--- src/rtl/mux4_arb_pkg.sv ---
// Shared types and constants for the four-source round-robin mux arbiter.
package mux4_arb_pkg;

    localparam int N_SRC = 4;
    localparam int SEL_W = 2;

    // Mux select index of each source: {s1,s0}
    localparam logic [SEL_W-1:0] SEL_A = 2'd0;
    localparam logic [SEL_W-1:0] SEL_B = 2'd1;
    localparam logic [SEL_W-1:0] SEL_C = 2'd2;
    localparam logic [SEL_W-1:0] SEL_D = 2'd3;

    // IDLE: no word held.  HOLD: out_data holds an unconsumed word.
    typedef enum logic {
        IDLE = 1'b0,
        HOLD = 1'b1
    } arb_state_e;

endpackage

--- src/rtl/rr_pick4.sv ---
// Combinational rotating-priority picker: first set bit of elig at
// base, base+1, ... wrapping modulo 4.
module rr_pick4
    import mux4_arb_pkg::*;
(
    input  logic [N_SRC-1:0] elig,
    input  logic [SEL_W-1:0] base,
    output logic             found,
    output logic [SEL_W-1:0] winner
);

    logic [SEL_W-1:0] idx;

    // Scan from the farthest offset down so the nearest eligible source wins;
    // the 2-bit index sum wraps modulo 4 on its own.
    always_comb begin
        found  = |elig;
        winner = base;
        idx    = '0;
        for (int i = N_SRC - 1; i >= 0; i--) begin
            idx = base + SEL_W'(i);
            if (elig[idx]) begin
                winner = idx;
            end
        end
    end

endmodule

--- src/rtl/mux4_rr_arbiter.sv ---
// Round-robin arbiter sharing one 4-to-1 data path among sources a..d,
// presenting the selected word on a registered valid/ready port.
//
// Handshake: a word transfers on any rising edge where out_valid and
// out_ready are both 1; while out_valid=1 and out_ready=0 the word, its
// source index and the select lines stay frozen.
module mux4_rr_arbiter
    import mux4_arb_pkg::*;
#(
    parameter int WIDTH = 4
) (
    input  logic             clk,
    input  logic             rst_n,
    input  logic [N_SRC-1:0] req,
    input  logic [WIDTH-1:0] a,
    input  logic [WIDTH-1:0] b,
    input  logic [WIDTH-1:0] c,
    input  logic [WIDTH-1:0] d,
    output logic [N_SRC-1:0] gnt,
    output logic             s0,
    output logic             s1,
    output logic             out_valid,
    input  logic             out_ready,
    output logic [WIDTH-1:0] out_data,
    output logic [SEL_W-1:0] out_src,
    output arb_state_e       dbg_state
);

    arb_state_e       state_q, state_d;
    logic [SEL_W-1:0] ptr_q, ptr_d;
    logic [SEL_W-1:0] src_q, src_d;
    logic [WIDTH-1:0] data_q, data_d;
    logic             valid_q, valid_d;
    logic [N_SRC-1:0] gnt_q, gnt_d;

    logic [N_SRC-1:0] elig;
    logic [SEL_W-1:0] base;
    logic             found;
    logic [SEL_W-1:0] winner;
    logic             load;
    logic [WIDTH-1:0] sel_data;

    rr_pick4 u_pick (
        .elig   (elig),
        .base   (base),
        .found  (found),
        .winner (winner)
    );

    // Data path mux driven by the current pick
    always_comb begin
        case (winner)
            SEL_A:   sel_data = a;
            SEL_B:   sel_data = b;
            SEL_C:   sel_data = c;
            default: sel_data = d;
        endcase
    end

    // Next-state logic: pick in IDLE, or on a handshake with the source just
    // granted masked out (its req is still high for one cycle after gnt).
    always_comb begin
        state_d = state_q;
        ptr_d   = ptr_q;
        src_d   = src_q;
        data_d  = data_q;
        valid_d = valid_q;
        gnt_d   = '0;
        elig    = '0;
        base    = ptr_q;
        load    = 1'b0;
        case (state_q)
            IDLE: begin
                elig = req;
                base = ptr_q;
                load = found;
            end
            HOLD: begin
                if (out_ready) begin
                    ptr_d = src_q + 1'b1;
                    base  = src_q + 1'b1;
                    elig  = req & ~(N_SRC'(1) << src_q);
                    if (found) begin
                        load = 1'b1;
                    end else begin
                        valid_d = 1'b0;
                        state_d = IDLE;
                    end
                end
            end
            default: state_d = IDLE;
        endcase
        if (load) begin
            state_d = HOLD;
            valid_d = 1'b1;
            src_d   = winner;
            data_d  = sel_data;
            gnt_d   = N_SRC'(1) << winner;
        end
    end

    // State and output registers; reset discards any held word
    always_ff @(posedge clk or negedge rst_n) begin
        if (!rst_n) begin
            state_q <= IDLE;
            ptr_q   <= '0;
            src_q   <= '0;
            data_q  <= '0;
            valid_q <= 1'b0;
            gnt_q   <= '0;
        end else begin
            state_q <= state_d;
            ptr_q   <= ptr_d;
            src_q   <= src_d;
            data_q  <= data_d;
            valid_q <= valid_d;
            gnt_q   <= gnt_d;
        end
    end

    assign gnt       = gnt_q;
    assign s1        = src_q[1];
    assign s0        = src_q[0];
    assign out_valid = valid_q;
    assign out_data  = data_q;
    assign out_src   = src_q;
    assign dbg_state = state_q;

endmodule

--- config.mk ---
export PLATFORM = sky130hd
export DESIGN_NAME = mux4_rr_arbiter
export DESIGN_NICKNAME = d
export VERILOG_FILES = /design/src/rtl/mux4_arb_pkg.sv /design/src/rtl/rr_pick4.sv /design/src/rtl/mux4_rr_arbiter.sv
export SDC_FILE = /design/constraint.sdc
export NUM_CORES = 1
export LEC_CHECK = 0
export CAP_MARGIN = 10
export CORE_MARGIN = 10
export CORE_UTILIZATION = 45
export DETAILED_ROUTE_END_ITERATION = 16
export PLACE_DENSITY = 0.85
export SYNTH_ARGS = -nofsm -noshare
export SYNTH_HDL_FRONTEND = slang
export SYNTH_SLANG_ARGS = --single-unit
--- constraint.sdc ---
create_clock -name clk -period 6.8 [get_ports clk]
set_input_delay 1.36 -clock clk [delete_from_list [all_inputs] [get_ports clk]]
set_output_delay 1.36 -clock clk [all_outputs]
set_load 0.05 [all_outputs]
* Word level (Yosys, flattened, before mapping) *
Index checks and enable logic that the tools add are counted.

operators by class
  $add $sub $neg = 4
  order comparisons = 4
  eq/ne operators = 3
  shift-type cells = 2
  mux-type cells = 28
  bitwise logic cells = 3
  reductions and logical operators = 5

operators by type and width
  operator                                                                      count
  1-bit 2-to-1 mux                                                              13
  2-bit by 3-bit less-than comparator with 1-bit output, second input constant  4
  4-bit one-hot mux with 3 select lines                                         1
  2-bit 2-to-1 mux                                                              5
  1-bit binary-select mux with 2-bit select                                     4
  4-bit 2-to-1 mux                                                              2
  4-bit one-hot mux with 2 select lines                                         1
  1-bit by 2-bit left shift with 4-bit output, first input constant             2
  2-bit by 1-bit adder with 2-bit output, second input constant                 2
  2-bit adder, second input constant                                            2
  4-bit AND                                                                     1
  4-bit NOT                                                                     1
  2-bit one-hot mux with 2 select lines                                         1
  2-bit nonzero test                                                            2
  4-bit OR reduction                                                            1
  3-bit AND reduction                                                           1
  2-bit by 1-bit == test with 1-bit output, second input constant               1
  2-bit == test, second input constant                                          1
  2-bit logical NOT                                                             1
  2-bit by 1-bit != test with 1-bit output, second input constant               1
  1-bit one-hot mux with 2 select lines                                         1
  1-bit NOT                                                                     1

word-level totals
  bits in registers = 14
  input port bits = 23
  output and inout bits = 14
  word-level logic and storage cells = 55

* Depth between registers and ports, before layout *
Gate-level depths: netlist of the first run.

  depth in word-level cells = 13
  depth in mapped cells = 10

* By module *
A second synthesis of the first run with hierarchy kept.

second synthesis, totals
  cells, all modules = 74
  area, all modules = 843.3 sq um

modules (own cells, without submodules)
  module           times used  cells each  area an instance (sq um)  seq. area each (sq um)
  mux4_rr_arbiter  1           58          743.2                     350.3
  rr_pick4         1           16          100.1                     0.0

* Worst setup path before layout of the first run *
Ideal clock, no wire load.

  kind = input-to-reg
  start = input out_ready
  end = register data_q[2], in the netlist out_data[2]
  setup time = 0.138 ns
  arrival = 2.758 ns
  required time = 6.662 ns
  path slack = 3.904 ns
  stages on the path = 9
  buffers on the path = 1
  path through = nand2_2 mux2i_4 inv_2 nor2_2 a21oi_1 a211o_1 buf_6 a2111oi_4 nor4_2

between the ends
  word-level cells in the longest chain between the ends = 11

ends and longest elaborated chain
  item                                         RTL line                RTL
  start: declaration                           mux4_rr_arbiter.sv:23   input logic out_ready,
  2-bit 2-to-1 mux                             -
  2-bit one-hot mux with 2 select lines        mux4_rr_arbiter.sv:72   case (state_q)
  2-bit adder                                  rr_pick4.sv:21          idx = base + SEL_W'(i);
  1-bit binary-select mux with 2-bit select    rr_pick4.sv:22          if (elig[idx]) begin
  1-bit 2-to-1 mux (not written as such)       rr_pick4.sv:22
  2-bit 2-to-1 mux (4 in series)               rr_pick4.sv:22
  2-bit == test, or another cell as far along  mux4_rr_arbiter.sv:52   case (winner)
  4-bit one-hot mux with 3 select lines        mux4_rr_arbiter.sv:52
  end signal: assignment                       mux4_rr_arbiter.sv:115  data_q <= data_d;
  end: declaration                             mux4_rr_arbiter.sv:32   logic [WIDTH-1:0] data_q, data_d;

Parallel ways exist; a longest one is shown, timed or not. The select of a mux whose other input is x is not followed.
A chain may end at the register's enable or synchronous reset.

* Worst setup path after layout of the first run *
Ends and elaborated chain as after synthesis.

==> results of run 1 <==
## worst max-delay path: stages
cell and delay (ps):
clkdlybuf4s50_1 520, nor2b_1 190, o21ai_1 300, nand2b_1 160
a21oi_1 60, a211o_1 470, a2111oi_1 540, nor4_2 100
## synth_stat cells, drive strengths merged
master	number	area (um^2)
a2111oi	2	37.5
a211o	1	8.76
a21o	1	7.51
a21oi	4	20.0
a221oi	3	26.3
and3	2	12.5
buf	3	26.3
dfrtp	14	350
ha	4	50.1
inv	4	15.0
mux2i	8	92.6
nand2	6	25.0
nand2b	2	12.5
nand4	1	6.26
nor2	13	51.3
nor2b	4	25.0
nor3	2	10.0
nor4	1	12.5
o21a	2	15.0
o21ai	7	35.0
o221ai	1	8.76
o31a	1	10.0
o31ai	1	7.51
o32ai	1	8.76
## area by class of cell
cell class	count	area, um^2	share of cell area, %
Multi-Input combinational cell	67	483	37.8
Timing Repair Buffer	36	360	28.2
Sequential cell	14	350	27.5
Clock buffer	4	36.3	2.84
Tap cell	25	31.3	2.45
Inverter	4	15.0	1.18
## logic make-up after synthesis
family / count (synthesis)
DFF: 14
buffers and inverters: 7
and+or+nand+nor: 31
muxes: 8
adders and majority gates: 4
AOI/OAI and AO/OA: 24
## sequential cells by signal (all words and copies together) (netlist names)
signal / cells
out_valid: 1
dbg_state: 1
out_data: 4
out_src: 2
ptr_q: 2
gnt: 4
## routing by layer
layer | part of all wire [%] | vias to the layer above | global-route usage (%)
li1 | - | 394 | -
met1 | 40 | 376 | 12.6
met2 | 50 | 38 | 19.9
met3 | 9.0 | 2 | 4.36
met4 | 0.51 | 0 | 4.64
met5 | 0 | - | 0
## power by group
part           leakage (nW)  switching [mW]  internal (mW)
Sequential            0.163          0.0226          0.120
Clock                0.0210          0.0286         0.0326
Combinational         0.361           0.293          0.167
## final timing paths
| check | from | endpoint | slack [ps] | cells after the start |
|---|---|---|---|---|
| min in group asynchronous | rst_n | ptr_q[0]$_DFFE_PN0P_ | 1460 | 1 |
| hold / removal | out_valid$_DFFE_PN0P_ | out_valid$_DFFE_PN0P_ | 490 | 2 |
| setup reg to reg | out_src[0]$_DFFE_PN0P_ | out_data[2]$_DFFE_PN0P_ | 4230 | 9 |
| setup / recovery | out_ready | out_data[2]$_DFFE_PN0P_ | 3260 | 8 |
| hold reg to reg | out_valid$_DFFE_PN0P_ | out_valid$_DFFE_PN0P_ | 490 | 2 |
| max in group asynchronous | rst_n | out_data[3]$_DFFE_PN0P_ | 4940 | 1 |
## layout by cell type, fill, tap and decap left out
master	instances
mux2i_4	1
a21oi_1	4
a21o_1	1
nand2_1	5
clkbuf_8	1
dfrtp_1	14
nand2_2	1
o32ai_1	1
inv_1	3
inv_2	1
o31a_2	1
o31ai_1	1
mux2i_1	7
ha_1	4
a2111oi_4	1
a2111oi_1	1
nor4_2	1
clkbuf_4	3
o221ai_1	1
nor2_2	1
and3_1	2
o21ai_0	4
nand2b_1	2
o21a_1	2
nor3_1	2
a221oi_1	3
nor2b_1	4
a211o_1	1
o21ai_1	3
clkdlybuf4s50_1	36
nor2_1	12
nand4_1	1
## stage by stage
step | utilization, % | cell area (um^2) | power [mW]
detailed placement | 69.5 | 1240 | 0.607
CTS | 71.6 | 1280 | 0.669
global placement | 69.5 | 1240 | 0.598
finish | 71.6 | 1280 | 0.664
floorplan | - | 875 | 0.490
global route | 71.6 | 1280 | 0.711
==> flow_summary.yaml, run 1 <==
clock_network:
  htreeDepth: 1
  cts_setup_buffers: 0
  cts-resized-gates: 0
  numCtsBuffers: 3
  cts-root-buf: "clkbuf_4"
  cts_tree: "built"
  cts.sinks: 14
  cts_hold_buf: 0
  path_clk_slew_ps: 90
  insertion_delay_ps: 280
  clockBufferDepth: 2
timing:
  finalCritPeriodShare_pct: 52.1
  finClkSkew_ps: 2.81
  max_freq_mhz: 282
  finalSetupViolCount: 0
  worstMarginPinSlew_ps: 635
  hold_viol: 0
  layout_setup_ws_ps: 3260
  hold_ws_ps: 490
  relSlewSlack_pct: 57.3
  timing.final.crit_period_ps: 3540
  rsz0062_at_grt: "false"
  fin_tns_setup_ps: 0
  slew_viol_final: 0
logic_synthesis:
  synth_xor_xnor_area_share_pct: 0
  synth_compound_area_share_pct: 21.2
  synth_adder_area_share_pct: 5.72
  synth.net_count: 115
  synthMuxAreaShare_pct: 10.6
  ys_seq_area_share_pct: 40.1
  synth_area_um2: 875
  yosysWarningCount: 0
  yosysUniqueCellTypes: 31
  syn_avg_cell_area_um2: 9.94
  synthCells: 88
  synthSimpleGateAreaFrac_pct: 17.7
  synth_top_family_by_area: "compound AO/OA/AOI/OAI gates"
  ys_ff_latch: 14
outcome:
  status: "finished clean"
floorplan:
  rows: 15
  fp.coreArea_um2: 1780
  dieHeight_um: 64.1
  initial_core_util_pct: 49.1
  ios: 37
  die_w_um: 64.1
  dieArea_um2: 4110
detailed_routing:
  postRouteAntennaNets: 0
  viasPerCell: 5.40
  wirelength_mm: 2.37
  wl_per_cell_um: 15.8
  vias: 810
  drtPass1Iterations: 5
  drt-initial-drc-count: 22
  drc: 0
critical_path:
  cp-end-kind: "flop"
  cp.required_ps: 6960
  path_class: "input port to flop"
  crit_path_start_kind: "input port"
  cp_max_fo: 11
  critPathArrivalTime_ps: 3700
placement:
  pre_cts_slack_ps: 2970
  gp_congestion: 0.845
  dp.cells: 146
  place_hpwl_mm: 1.98
  port_buffers: 36
power:
  power_density_nw_per_um2: 520
  leakage_nw: 0.545
  max-vdd-ir-drop_uv: 353
final_layout:
  fin_cells: 150
  nFillCells: 144
  area_growth_pct: 45.9
  fin_nets: 153
  diodes: 0
  drive_gt1_share_pct: 8.80
global_routing:
  track_usage_pct: 11.6
  grt_start_max_net_pins: 15
  antenna_found_initial: 0
  grt_pass1_vias: 827
  gr-total-overflow: 0
  grt_pass1_wl_mm: 3.85
flow_run:
  cap_viol_max_count: 0
hold_path:
  hold_class: "flop to flop"
Power figures use the tool's default switching activity.
==> inputs of run 2 (changes only) <==
- CORE_UTILIZATION: 45 -> 41
- PLACE_DENSITY: 0.85 -> 0.79
- clock period: 6.8 -> 3.62 ns (I/O delays scaled with it)
==> run 2 against run 1 <==
  * First-iteration DRC count increased by 64%
  * Sequential cell count unchanged
  * Critical path depth unchanged
  * Core utilization decreased by 7.0 points
  * Sequential power increased by 89%
  * Die area increased by 6.7%
  * Clock-buffer cell count unchanged
  * Highest routed layer unchanged
==> flow_summary.yaml, run 2 (same netlist as run 1, synthesis figures left out) <==
outcome:
  status: "finished clean"
timing:
  max_freq_mhz: 344
  finalCritPeriodShare_pct: 80.3
  fin_tns_setup_ps: 0
  worstMarginPinSlew_ps: 637
  finalSetupViolCount: 0
  timing.final.crit_period_ps: 2910
  slew_viol_final: 0
  finClkSkew_ps: 3.38
  relSlewSlack_pct: 57.4
  hold_viol: 0
  rsz0062_at_grt: "false"
floorplan:
  initial_core_util_pct: 43.7
  ios: 37
  die_w_um: 66.2
  dieArea_um2: 4380
  fp.coreArea_um2: 2000
  dieHeight_um: 66.2
  rows: 16
detailed_routing:
  viasPerCell: 5.18
  drt-initial-drc-count: 36
  postRouteAntennaNets: 0
  drtPass1Iterations: 4
  wirelength_mm: 2.39
  wl_per_cell_um: 15.5
  vias: 798
  drc: 0
critical_path:
  r2r_end: "out_data[2]$_DFFE_PN0P_"
  reg2regPathDepth: 9
  r2r_setup_slack_ps: 1070
  r2r-start: "out_src[0]$_DFFE_PN0P_"
  critPathArrivalTime_ps: 3070
  cp_top_family: "compound AO/OA/AOI/OAI gates"
  crit_path_start_kind: "input port"
  path_cells: "clkdlybuf4s50_1, nor2b_1, o21ai_1, nand2b_1, a21oi_1, a211o_1, a2111oi_1, nor4_2"
  cp-end-kind: "flop"
  path_class: "input port to flop"
  crit_buf_inv: 1
  cp_max_fo: 11
  critical-path-max-stage-delay_ps: 520
  cp.required_ps: 3780
  crit_slowest_cell: "clkdlybuf4s50_1"
placement:
  port_buffers: 36
  place_hpwl_mm: 1.98
  dpl_cell_area_um2: 1260
  gp_congestion: 0.811
final_layout:
  final_cell_area_um2: 1290
  diodes: 0
  fin_nets: 155
  nFillCells: 166
  layout_commonest_cell: "clkdlybuf4s50_1"
  drive_gt1_share_pct: 10.2
  area_growth_pct: 47.9
  mostFrequentLayoutCells: "clkdlybuf4s50_1, dfrtp_1, nor2_1"
power:
  leakage_nw: 0.555
  pwr-share-comb_pct: 69.9
  max-vdd-ir-drop_uv: 540
  power.switching_mw: 0.651
  power_density_nw_per_um2: 980
  p_clk_share_pct: 8.8
  internal-power_mw: 0.617
  p_seq_share_pct: 21.3
  swShare_pct: 51.3
clock_network:
  cts.sinks: 14
  cts_tree: "built"
  clockBufferDepth: 2
  cts-resized-gates: 0
  path_clk_slew_ps: 90
  htreeDepth: 1
  cts_hold_buf: 0
  numCtsBuffers: 3
  insertion_delay_ps: 280
  cts-root-buf: "clkbuf_4"
  cts_setup_buffers: 0
global_routing:
  antenna_found_initial: 0
  grt_start_max_net_pins: 15
  grt_pass1_vias: 835
  gr-total-overflow: 0
  track_usage_pct: 11.2
  grt_pass1_wl_mm: 3.95
hold_path:
  min_to: "out_valid$_DFFE_PN0P_"
  hold_class: "flop to flop"
  min_path_cells: 2
  hold_start: "out_valid$_DFFE_PN0P_"
flow_run:
  cap_viol_max_count: 0
[run 2: how the worst max path moves through the flow]
stage	cells after the start	to	slack (ps)	start
floorplan	10	out_data[2]$_DFFE_PN0P_	1090	out_src[0]$_DFFE_PN0P_
global placement	8	out_data[2]$_DFFE_PN0P_	510	out_ready
detailed placement	8	out_data[2]$_DFFE_PN0P_	440	out_ready
CTS	8	out_data[2]$_DFFE_PN0P_	740	out_ready
global route	9	out_data[2]$_DFFE_PN0P_	560	out_ready
finish	8	out_data[2]$_DFFE_PN0P_	710	out_ready
[run 2: worst register-to-register path, cell delays in order, from the launching register on]
cell	delay, ps
dfrtp_1	440
inv_1	110
ha_1	330
mux2i_4	200
inv_2	80
nor2_2	100
a21oi_1	50
a211o_1	500
a2111oi_1	520
nor4_2	90
[run 2: power by group through the flow]
stage          Sequential (mW)  Combinational (mW)  Clock (mW)
6_report                 0.270               0.886       0.112
5_1_grt                  0.277               0.962       0.124
4_1_cts                  0.269               0.893       0.115
3_5_place_dp             0.272               0.888           0
3_3_place_gp             0.273               0.876           0
2_1_floorplan            0.457               0.464           0
[run 2: per-stage QoR]
stage / util, % / power [mW] / setup slack, ps / hold slack [ps] / instances
floorplan: - / 0.921 / 1090 / 428 / 88
global placement: 62.8 / 1.15 / 510 / 471 / 150
detailed placement: 62.8 / 1.16 / 438 / 469 / 150
CTS: 64.6 / 1.28 / 735 / 490 / 154
global route: 64.6 / 1.36 / 560 / 519 / 154
finish: 64.6 / 1.27 / 713 / 483 / 154
[run 2: cell type report]
class / instances / area, um^2 / share of cell area [%]
Multi-Input combinational cell: 67 / 483 / 37.3
Timing Repair Buffer: 38 / 375 / 29.0
Inverter: 4 / 15.0 / 1.16
Tap cell: 27 / 33.8 / 2.61
Sequential cell: 14 / 350 / 27.1
Clock buffer: 4 / 36.3 / 2.80
[run 2: routing by layer]
metal | part of all wire (%) | vias to the layer above | global-route usage [%] | wire, um
met3 | 7.6 | 4 | 3.90 | 182
met4 | 1.8 | 0 | 4.45 | 43
met5 | 0 | - | 0 | 0
met2 | 50 | 28 | 18.8 | 1200
li1 | - | 396 | - | -
met1 | 40 | 370 | 12.6 | 964
